[src/rtl/wb_exc_commit_pkg.sv]
// Shared constants for the write-back exception commit stage and the CSR file:
// exception codes, mem_exc bit positions, CSR numbers and FSM/tag types.
package wb_exc_commit_pkg;

  // Exception codes driven to the CSR file (ESTAT.Ecode / EsubCode)
  localparam logic [5:0] ECODE_INT  = 6'h00;
  localparam logic [5:0] ECODE_ADEF = 6'h08;
  localparam logic [5:0] ECODE_ALE  = 6'h09;
  localparam logic [5:0] ECODE_SYS  = 6'h0B;
  localparam logic [5:0] ECODE_BRK  = 6'h0C;
  localparam logic [5:0] ECODE_INE  = 6'h0D;

  localparam logic [8:0] ESUBCODE_ADEF = 9'd0;
  localparam logic [8:0] ESUBCODE_NONE = 9'd0;

  // Bit positions inside mem_exc {ale, brk, sys, ine, adef}
  localparam int EXC_ADEF = 0;
  localparam int EXC_INE  = 1;
  localparam int EXC_SYS  = 2;
  localparam int EXC_BRK  = 3;
  localparam int EXC_ALE  = 4;

  // CSR numbers shared with the CSR file
  localparam logic [13:0] CSR_CRMD   = 14'h000;
  localparam logic [13:0] CSR_PRMD   = 14'h001;
  localparam logic [13:0] CSR_ECFG   = 14'h004;
  localparam logic [13:0] CSR_ESTAT  = 14'h005;
  localparam logic [13:0] CSR_ERA    = 14'h006;
  localparam logic [13:0] CSR_BADV   = 14'h007;
  localparam logic [13:0] CSR_EENTRY = 14'h00C;
  localparam logic [13:0] CSR_SAVE0  = 14'h030;
  localparam logic [13:0] CSR_SAVE1  = 14'h031;
  localparam logic [13:0] CSR_SAVE2  = 14'h032;
  localparam logic [13:0] CSR_SAVE3  = 14'h033;
  localparam logic [13:0] CSR_TID    = 14'h040;
  localparam logic [13:0] CSR_TCFG   = 14'h041;
  localparam logic [13:0] CSR_TVAL   = 14'h042;
  localparam logic [13:0] CSR_TICLR  = 14'h044;

  // Commit FSM: RUN accepts MEM, DRAIN discards MEM after a redirect
  typedef enum logic {
    S_RUN   = 1'b0,
    S_DRAIN = 1'b1
  } wb_state_e;

  // Exception tags of the instruction currently in WB, already qualified by valid
  typedef struct packed {
    logic intr;
    logic adef;
    logic ine;
    logic sys;
    logic brk;
    logic ale;
  } exc_tags_t;

  // Builds the tag vector; every tag is forced low for a bubble so that
  // neither an interrupt nor a stale exception flag can fire on an invalid slot.
  function automatic exc_tags_t make_tags(input logic valid, input logic has_int,
                                          input logic [4:0] exc);
    exc_tags_t t;
    t.intr = valid & has_int;
    t.adef = valid & exc[EXC_ADEF];
    t.ine  = valid & exc[EXC_INE];
    t.sys  = valid & exc[EXC_SYS];
    t.brk  = valid & exc[EXC_BRK];
    t.ale  = valid & exc[EXC_ALE];
    return t;
  endfunction

endpackage

[src/rtl/wb_exc_commit_exc_prio_enc.sv]
// Fixed-priority exception encoder: INT > ADEF > INE > SYS > BRK > ALE.
// Purely combinational; reports the winning cause and whether it was ADEF/ALE
// so the caller can pick the bad virtual address.
module exc_prio_enc
  import wb_exc_commit_pkg::*;
(
  input  exc_tags_t  tags_i,
  output logic       ex_o,
  output logic [5:0] ecode_o,
  output logic [8:0] esubcode_o,
  output logic       is_adef_o,
  output logic       is_ale_o
);

  // Select the highest-priority pending cause
  always_comb begin
    // NOTE: every output gets a default first so no path leaves it unassigned (no latch).
    ex_o       = 1'b1;
    ecode_o    = ECODE_INT;
    esubcode_o = ESUBCODE_NONE;
    is_adef_o  = 1'b0;
    is_ale_o   = 1'b0;
    if (tags_i.intr) begin
      ecode_o = ECODE_INT;
    end else if (tags_i.adef) begin
      ecode_o    = ECODE_ADEF;
      esubcode_o = ESUBCODE_ADEF;
      is_adef_o  = 1'b1;
    end else if (tags_i.ine) begin
      ecode_o = ECODE_INE;
    end else if (tags_i.sys) begin
      ecode_o = ECODE_SYS;
    end else if (tags_i.brk) begin
      ecode_o = ECODE_BRK;
    end else if (tags_i.ale) begin
      ecode_o  = ECODE_ALE;
      is_ale_o = 1'b1;
    end else begin
      ex_o = 1'b0;
    end
  end

endmodule

[src/rtl/wb_exc_commit.sv]
// Write-back stage with exception/ertn commit. Holds one WB register, encodes
// exceptions with zero latency, suppresses side-effects of excepting
// instructions and drains the MEM stage for FLUSH_DRAIN cycles after a redirect.
// Optional trace outputs are enabled by defining WB_TRACE_EN.
module wb_exc_commit
  import wb_exc_commit_pkg::*;
#(
  parameter int FLUSH_DRAIN = 2
) (
  input  logic        clk,
  input  logic        resetn,
  input  logic        mem_valid,
  input  logic [31:0] mem_pc,
  input  logic [4:0]  mem_exc,
  input  logic [31:0] mem_badv,
  input  logic        mem_ertn,
  input  logic        mem_csr_we,
  input  logic [13:0] mem_csr_num,
  input  logic [31:0] mem_csr_wmask,
  input  logic [31:0] mem_csr_wvalue,
  input  logic        mem_rf_we,
  input  logic [4:0]  mem_rf_waddr,
  input  logic [31:0] mem_rf_wdata,
  input  logic        csr_has_int,
  output logic        wb_allowin,
  output logic        wb_ex,
  output logic [5:0]  wb_ecode,
  output logic [8:0]  wb_esubcode,
  output logic [31:0] WB_pc,
  output logic [31:0] wb_badvaddr,
  output logic        ertn_flush,
  output logic        csr_we,
  output logic [13:0] csr_num,
  output logic [31:0] csr_wmask,
  output logic [31:0] csr_wvalue,
  output logic        rf_we,
  output logic [4:0]  rf_waddr,
  output logic [31:0] rf_wdata,
  output logic        flush_req,
  output logic        flush_sel
`ifdef WB_TRACE_EN
  ,
  output logic [31:0] debug_wb_pc,
  output logic [3:0]  debug_wb_rf_we,
  output logic [4:0]  debug_wb_rf_wnum,
  output logic [31:0] debug_wb_rf_wdata
`endif
);

  localparam logic [2:0] DRAIN_INIT = 3'(FLUSH_DRAIN);

  typedef struct packed {
    logic [31:0] pc;
    logic [4:0]  exc;
    logic [31:0] badv;
    logic        ertn;
    logic        csr_we;
    logic [13:0] csr_num;
    logic [31:0] csr_wmask;
    logic [31:0] csr_wvalue;
    logic        rf_we;
    logic [4:0]  rf_waddr;
    logic [31:0] rf_wdata;
  } wb_reg_t;

  wb_state_e  state_q, state_d;
  logic [2:0] cnt_q, cnt_d;
  logic       wb_valid_q, wb_valid_d;
  wb_reg_t    wb_q;
  logic       wb_load;
  exc_tags_t  tags;
  logic       is_adef, is_ale;

  assign wb_allowin = (state_q == S_RUN);
  assign wb_load    = mem_valid & wb_allowin & ~flush_req;
  assign wb_valid_d = wb_load;

  // Valid bit: cleared by reset and by any redirect, otherwise follows MEM handshake
  always_ff @(posedge clk) begin
    // NOTE: sequential state uses non-blocking assignments so all flops update together.
    if (!resetn) begin
      wb_valid_q <= 1'b0;
    end else begin
      wb_valid_q <= wb_valid_d;
    end
  end

  // WB payload register; only loaded with a live instruction
  always_ff @(posedge clk) begin
    // NOTE: payload has no reset; every consumer is qualified by wb_valid_q.
    if (wb_load) begin
      wb_q <= '{pc: mem_pc, exc: mem_exc, badv: mem_badv, ertn: mem_ertn,
                csr_we: mem_csr_we, csr_num: mem_csr_num, csr_wmask: mem_csr_wmask,
                csr_wvalue: mem_csr_wvalue, rf_we: mem_rf_we,
                rf_waddr: mem_rf_waddr, rf_wdata: mem_rf_wdata};
    end
  end

  // Exception tagging and priority encoding of the WB instruction
  assign tags = make_tags(wb_valid_q, csr_has_int, wb_q.exc);

  exc_prio_enc u_prio (
    .tags_i     (tags),
    .ex_o       (wb_ex),
    .ecode_o    (wb_ecode),
    .esubcode_o (wb_esubcode),
    .is_adef_o  (is_adef),
    .is_ale_o   (is_ale)
  );

  // Bad address: PC for fetch faults, latched data address for misalignment
  always_comb begin
    wb_badvaddr = 32'h0;
    if (is_adef) begin
      wb_badvaddr = wb_q.pc;
    end else if (is_ale) begin
      wb_badvaddr = wb_q.badv;
    end
  end

  // Commit strobes, suppressed when the instruction takes an exception
  assign ertn_flush = wb_valid_q & wb_q.ertn   & ~wb_ex;
  assign csr_we     = wb_valid_q & wb_q.csr_we & ~wb_ex;
  assign rf_we      = wb_valid_q & wb_q.rf_we  & ~wb_ex;
  assign flush_req  = wb_ex | ertn_flush;
  assign flush_sel  = ertn_flush;

  assign WB_pc      = wb_q.pc;
  assign csr_num    = wb_q.csr_num;
  assign csr_wmask  = wb_q.csr_wmask;
  assign csr_wvalue = wb_q.csr_wvalue;
  assign rf_waddr   = wb_q.rf_waddr;
  assign rf_wdata   = wb_q.rf_wdata;

  // Drain FSM state and counter register
  always_ff @(posedge clk) begin
    if (!resetn) begin
      state_q <= S_RUN;
      cnt_q   <= 3'd0;
    end else begin
      state_q <= state_d;
      cnt_q   <= cnt_d;
    end
  end

  // Drain FSM next state: count FLUSH_DRAIN cycles of discarded MEM input
  always_comb begin
    state_d = state_q;
    cnt_d   = cnt_q;
    unique case (state_q)
      S_RUN: begin
        if (flush_req) begin
          state_d = S_DRAIN;
          cnt_d   = DRAIN_INIT;
        end
      end
      S_DRAIN: begin
        if (cnt_q <= 3'd1) begin
          state_d = S_RUN;
          cnt_d   = 3'd0;
        end else begin
          cnt_d = cnt_q - 3'd1;
        end
      end
      default: begin
        state_d = S_RUN;
        cnt_d   = 3'd0;
      end
    endcase
  end

`ifdef WB_TRACE_EN
  // Trace port for the reference-model comparator
  assign debug_wb_pc       = wb_q.pc;
  assign debug_wb_rf_we    = {4{rf_we}};
  assign debug_wb_rf_wnum  = wb_q.rf_waddr;
  assign debug_wb_rf_wdata = wb_q.rf_wdata;
`endif

endmodule

[config.mk]
export PLATFORM = sky130hd
export DESIGN_NAME = wb_exc_commit
export DESIGN_NICKNAME = d
export VERILOG_FILES = /design/src/rtl/wb_exc_commit_pkg.sv /design/src/rtl/wb_exc_commit_exc_prio_enc.sv /design/src/rtl/wb_exc_commit.sv
export SDC_FILE = /design/constraint.sdc
export NUM_CORES = 1
export LEC_CHECK = 0
export ABC_AREA = 1
export CAP_MARGIN = 5
export CORE_AREA = 4 4 152 154
export CTS_CLUSTER_SIZE = 12
export DETAILED_ROUTE_END_ITERATION = 10
export DIE_AREA = 0 0 156 158
export PLACE_DENSITY = 0.71
export SLEW_MARGIN = 20
export SYNTH_ARGS = -nofsm -noshare
export SYNTH_HDL_FRONTEND = slang
export SYNTH_HIERARCHICAL = 1
export SYNTH_SLANG_ARGS = --single-unit
export TNS_END_PERCENT = 20
[constraint.sdc]
create_clock -name clk -period 20.5 [get_ports clk]
set_input_delay 2.05 -clock clk [delete_from_list [all_inputs] [get_ports clk]]
set_output_delay 2.05 -clock clk [all_outputs]
set_load 0.005 [all_outputs]
==> results of run 1 <==
-- per-layer routing --
| metal | global-route usage | vias up |
|---|---|---|
| met4 | 0.0446 | 2 |
| met1 | 0.162 | 2121 |
| met2 | 0.268 | 257 |
| met5 | 0 | - |
| li1 | - | 2137 |
| met3 | 0.0763 | 20 |
-- layout by cell type (no fill, tap or decap), types with 2 or more instances in the layout --
cell and n:
nor2_1 6, clkinv_8 6, clkbuf_16 17, inv_1 19, nand3_1 35, conb_1 11, clkdlybuf4s50_1 380, ha_1 2
a21oi_1 5, nand2_1 83, inv_12 3, nor2_4 2, inv_6 2, buf_4 5, dfxtp_1 5, inv_2 3
nand4_1 2, edfxtp_1 187, inv_8 3
-- critical path, cell delays in order --
cell	delay [ps]
clkdlybuf4s50_1	470
nand2_1	60
inv_1	140
nor2_4	50
buf_4	240
inv_2	490
nand3_1	210
nand2_1	110
clkdlybuf4s50_1	500
-- layout make-up --
class / instances / area share
sequential: 192 / 0.502
inverter: 23 / 0.00758
multi-input combinational: 156 / 0.0649
clock inverter: 15 / 0.0200
clock buffer: 17 / 0.0374
tap: 280 / 0.0308
timing repair buffer: 385 / 0.337
-- how the worst max path moves through the flow --
stage                      end  cells past startpoint
2_1_floorplan         WB_pc[0]                      7
3_3_place_gp   wb_badvaddr[24]                      9
3_5_place_dp   wb_badvaddr[24]                      9
4_1_cts        wb_badvaddr[24]                      9
5_1_grt        wb_badvaddr[24]                      9
6_report       wb_badvaddr[24]                      9
-- sequential cells by signal, summed over array words and instances (netlist names) --
signal      count
WB_pc          32
wb_q           40
cnt_q           3
csr_num        14
rf_wdata       32
csr_wvalue     32
rf_waddr        5
csr_wmask      32
wb_valid_q      1
state_q         1
-- metrics by stage --
stage          power [mW]  area, µm²  utilization  worst slack, ps  hold slack [ps]
2_1_floorplan       0.830       7790            -             9340              481
3_3_place_gp        0.953      10700        0.495            14120              500
3_5_place_dp        0.961      10700        0.495            14080              523
4_1_cts              1.32      11400        0.525            14080              533
5_1_grt              1.36      11400        0.525            13940              555
6_report             1.30      11400        0.525            14090              530
-- power groups by stage --
stage	clock [mW]	sequential [mW]	combinational, mW
final	0.352	0.599	0.345
after detailed placement	0	0.609	0.352
after global routing	0.381	0.609	0.373
after global placement	0	0.604	0.349
after CTS	0.362	0.601	0.354
after floorplan	0	0.632	0.198
-- logic make-up (layout without fill, tap and decap cells) --
logic type | Yosys count | after routing | synth area share
AND/OR/NAND/NOR | 135 | 135 | 0.0779
other | 1 | 11 | 0.000483
flip-flops | 192 | 192 | 0.737
buffers and inverters | 193 | 440 | 0.175
adder cells (fa/ha/maj) | 2 | 2 | 0.00323
AO/OA/AOI/OAI | 8 | 8 | 0.00613
==> flow_metrics.py, run 1 <==
metrics = {
    "setup_path": {
        "reg2reg_depth": 9,
        "cp-start-kind": "input pin",
        "r2r_start": "wb_valid_q",
        "arrival_ps": 4360,
        "required_ps": 18450,
        "critical_path_class": "input pin to primary output",
        "crit_path_start": "csr_has_int",
        "ff2ff_setup_slack_ps": 17180,
        "worst_setup_path_end_kind": "primary output",
        "r2r_end": "rf_waddr[0]",
        "crit_fanout": 33,
    },
    "drt": {
        "routed_wl_um": 19500,
        "wirelength_met1_um": 6700,
        "met2RoutedLength_um": 10200,
        "drtIter0Drc": 263,
        "routed-via-count": 4537,
        "dr_wl_met3_um": 2260,
        "dr.pass1.iters": 4,
        "routed.top_layer": "met5",
        "ant_nets": 0,
        "viasPerCell": 4.25,
        "wl_per_cell_um": 18.2,
        "drcViolationCount": 0,
    },
    "timing": {
        "setup-violations-final": 0,
        "fin_worst_skew_ps": 12.5,
        "hold_violations": 0,
        "post-route-min-period_ps": 6410,
        "max_freq_mhz": 156,
        "rsz0062_at_grt": "no",
        "setup_tns_ps": 0,
        "slew_violations": 0,
        "timing.final.crit_share": 0.313,
        "worst_slew_pin_slew_ps": 1010,
        "relSlewSlack": 0.325,
    },
    "placement": {
        "portBuffers": 380,
        "hpwlAfterDp_um": 15300,
        "dp.cells": 1036,
        "place_congestion": 0.842,
    },
    "hold_path": {
        "hold_path_end": "cnt_q[2]",
        "worstHoldStart": "cnt_q[2]",
        "hold_depth": 2,
        "hp-class": "flop to flop",
    },
    "global_route": {
        "grt_pass1_wl_um": 27800,
        "grt_pass1_vias": 4665,
        "grt_usage": 0.152,
        "antenna_found_initial": 1,
        "grt_max_degree": 79,
        "grt_overflow_total": 0,
    },
    "synthesis": {
        "yosysTopAreaCellShare": 0.724,
        "post-synth-top-count-cell": "edfxtp_1",
        "synth_edf_count": 187,
        "synth_top_area_cell": "edfxtp_1",
        "yosys_warnings": 6,
        "synth-seq-area-share": 0.737,
        "ys_async_sr_fraction": 0,
        "synth_commonest_cells": "187 x edfxtp_1, 159 x buf_4, 83 x nand2_1, 35 x nand3_1, 19 x inv_1",
        "synth.cell_area_um2": 7760,
        "synthCells": 531,
        "ys_types": 25,
        "synth_ff_type": "edfxtp_1",
        "synth_area_leaders": "edfxtp_1 72%, buf_4 15%, nand2_1 4.0%",
        "yosys_register_bits": 192,
        "synth_area_per_cell_um2": 14.6,
    },
    "clock_tree": {
        "cts_sinks": 192,
        "clk-insertion-delay-late_ps": 430,
        "cts_tree": "done",
        "cts-root-buf": "clkbuf_16",
        "postCtsSetupBuffers": 0,
        "clk_pin_slew_ps": 70,
        "htreeDepth": 4,
        "cts_resized": 0,
        "cts_hold_buf": 0,
        "cts-buffers-inserted": 17,
        "cts_buffer_depth": 2,
    },
    "pwr": {
        "power.share.clock": 0.272,
        "vdd.ir_drop.worst_mv": 0.0573,
        "p_switching_uw": 361,
        "p_comb_frac": 0.266,
        "switching_share": 0.279,
        "power_density_nw_per_um2": 114,
        "static-leakage-power_nw": 4.13,
        "seqPwrFrac": 0.462,
        "intPower_uw": 935,
    },
    "floorplanning": {
        "start_util": 0.358,
        "die_w_um": 156,
        "core_um2": 21700,
        "num_rows": 54,
        "dieArea_um2": 24600,
        "dieHeight_um": 158,
        "ios": 392,
    },
    "finish": {
        "nets": 968,
        "regArea_um2": 5720,
        "n_fill_cell": 1834,
        "multi_input_area_um2": 739,
        "area_growth_syn_to_layout_pct": 46.8,
        "final_cells": 1068,
        "drive_gt1_frac": 0.0635,
        "num_antenna_cells": 0,
    },
    "run_status": {
        "status": "finished, final reports clean",
    },
    "flow_run": {
        "maxCapViolCount": 0,
    },
}
Power figures use the tool's default switching activity.
==> run 2: changes to the inputs <==
- CORE_AREA: 4 4 152 154 -> 4 4 149 151
- DIE_AREA: 0 0 156 158 -> 0 0 153 155
- PLACE_DENSITY: 0.71 -> 0.73
- clock period: 20.5 -> 6.6 ns (I/O delays scaled with it)
==> run 2 against run 1 <==
Against the previous run: combinational power grew to 3.1 times the previous value; cell count shrank 0.56%; clock-buffer cell count stayed put; clock power increased to 3.0 times the previous value; design area is 0.41% lower; sequential share of layout area is 0.20 points higher; utilization grew 2.0 points; clock skew down 4.5 ps; first-iteration DRC count fell by 16%; critical path depth unchanged; total power grew to 3.1 times the previous value; via count rose by 0.26%.
==> flow_metrics.py, run 2 (synthesized netlist as in run 1, its figures left out) <==
metrics = {
    "drt": {
        "routed_wl_um": 18800,
        "drtIter0Drc": 222,
        "drcViolationCount": 0,
        "wl_per_cell_um": 17.7,
        "viasPerCell": 4.28,
        "routed-via-count": 4549,
        "dr.pass1.iters": 4,
        "ant_nets": 0,
    },
    "finish": {
        "drive_gt1_frac": 0.0599,
        "layout_commonest_cell": "clkdlybuf4s50_1",
        "area_growth_syn_to_layout_pct": 46.2,
        "nets": 966,
        "largest_reg_flops": 40,
        "fin_area_um2": 11300,
        "largest_register": "wb_q",
        "fin_util": 0.545,
        "n_fill_cell": 1745,
        "final_cell_mix": "380 x clkdlybuf4s50_1, 187 x edfxtp_1, 83 x nand2_1",
        "final_cells": 1062,
    },
    "pwr": {
        "p_switching_mw": 1.06,
        "power.share.clock": 0.267,
        "p_comb_frac": 0.268,
        "static-leakage-power_nw": 4.11,
        "seqPwrFrac": 0.465,
        "switching_share": 0.267,
        "vdd.ir_drop.worst_mv": 0.329,
        "intPower_mw": 2.92,
        "power_density_nw_per_um2": 352,
    },
    "clock_tree": {
        "clk_pin_slew_ps": 70,
        "cts-buffers-inserted": 17,
        "cts_hold_buf": 0,
        "cts_buffer_depth": 2,
        "cts_tree": "done",
        "cts_resized": 0,
        "clk-insertion-delay-late_ps": 420,
        "htreeDepth": 4,
        "postCtsSetupBuffers": 0,
        "cts_sinks": 192,
        "cts-root-buf": "clkbuf_16",
    },
    "timing": {
        "post-route-min-period_ps": 3600,
        "fin_ws_ps": 3000,
        "setup-violations-final": 0,
        "hold_violations": 0,
        "max_freq_mhz": 278,
        "rsz0062_at_grt": "no",
        "fin_worst_skew_ps": 8.00,
        "timing.final.crit_share": 0.545,
        "worst_slew_pin_slew_ps": 984,
        "relSlewSlack": 0.344,
        "slew_violations": 0,
        "setup_tns_ps": 0,
    },
    "setup_path": {
        "path_buf_inv": 5,
        "cp-start-kind": "input pin",
        "critical_path_class": "input pin to primary output",
        "arrival_ps": 2940,
        "worst_setup_path_end_kind": "primary output",
        "crit_path_top_delay_cell": "inv_2",
        "r2r_start": "wb_valid_q",
        "required_ps": 5940,
        "cpPeakStageDelay_ps": 520,
        "crit_fanout": 33,
        "reg2reg_depth": 8,
        "ff2ff_setup_slack_ps": 3900,
        "r2r_end": "csr_wmask[27]",
        "path_delay_family": "buffers and inverters",
        "crit_chain": "clkdlybuf4s50_1 > nand2_1 > inv_1 > nor2_2 > buf_4 > inv_2 > nand3_1 > nand2_1 > clkdlybuf4s50_1",
    },
    "hold_path": {
        "hold_depth": 2,
        "hp-class": "flop to flop",
        "hold_path_end": "cnt_q[2]",
        "worstHoldStart": "cnt_q[2]",
    },
    "floorplanning": {
        "die_w_um": 153,
        "dieHeight_um": 155,
        "start_util": 0.372,
        "num_rows": 53,
        "dieArea_um2": 23700,
        "ios": 392,
        "core_um2": 20800,
    },
    "placement": {
        "pre_cts_slack_ps": 3000,
        "place_congestion": 0.846,
        "portBuffers": 380,
        "dp.cells": 1029,
        "placed_area_um2": 10700,
        "hpwlAfterDp_um": 14400,
    },
    "global_route": {
        "antenna_found_initial": 1,
        "grt_max_degree": 188,
        "grt_usage": 0.152,
        "grt_pass1_wl_um": 27000,
        "grt_pass1_vias": 4672,
        "grt_overflow_total": 0,
    },
    "flow_run": {
        "maxCapViolCount": 0,
    },
    "run_status": {
        "status": "finished, final reports clean",
    },
}
run 2: how the worst max path moves through the flow:
| stage | start | endpoint | cells after the start |
|---|---|---|---|
| after CTS | csr_has_int | wb_badvaddr[26] | 9 |
| after global placement | csr_has_int | wb_badvaddr[26] | 9 |
| after floorplan | csr_has_int | WB_pc[0] | 7 |
| after global routing | csr_has_int | wb_badvaddr[26] | 9 |
| final | csr_has_int | wb_badvaddr[26] | 9 |
| after detailed placement | csr_has_int | wb_badvaddr[26] | 9 |
run 2: per-layer routing:
metal  global-route usage  part of all wire
met2                0.275              0.53
met1                0.150              0.33
met5                    0                 0
met4               0.0543             0.021
met3               0.0771              0.12
run 2: worst register-to-register path, delay by kind of cell (launching register included):
kind          cells  cell delay, ps
flops             1             450
buf+inv           3             950
simple gates      5             780
run 2: power groups by stage:
stage          sequential [mW]  combinational, mW  clock, mW
3_3_place_gp              1.87               1.08          0
5_1_grt                   1.89               1.14       1.16
6_report                  1.85               1.07       1.07
2_1_floorplan             1.88              0.619          0
4_1_cts                   1.86               1.09       1.10
3_5_place_dp              1.89               1.09          0
run 2: metrics by stage:
| stage | hold slack, ps | power, mW |
|---|---|---|
| floorplan | 481 | 2.50 |
| global placement | 501 | 2.95 |
| detailed placement | 508 | 2.97 |
| CTS | 522 | 4.05 |
| global route | 543 | 4.19 |
| finish | 520 | 3.99 |
run 2: area by class of cell:
cell class	instances	area, µm²	area share
Antenna cell	2	5.00	0.000441
Clock buffer	17	425	0.0375
Clock inverter	14	190	0.0168
Inverter	23	86.3	0.00761
Multi-Input combinational cell	156	734	0.0648
Sequential cell	192	5720	0.504
Tap cell	275	344	0.0303
Timing Repair Buffer	383	3840	0.339
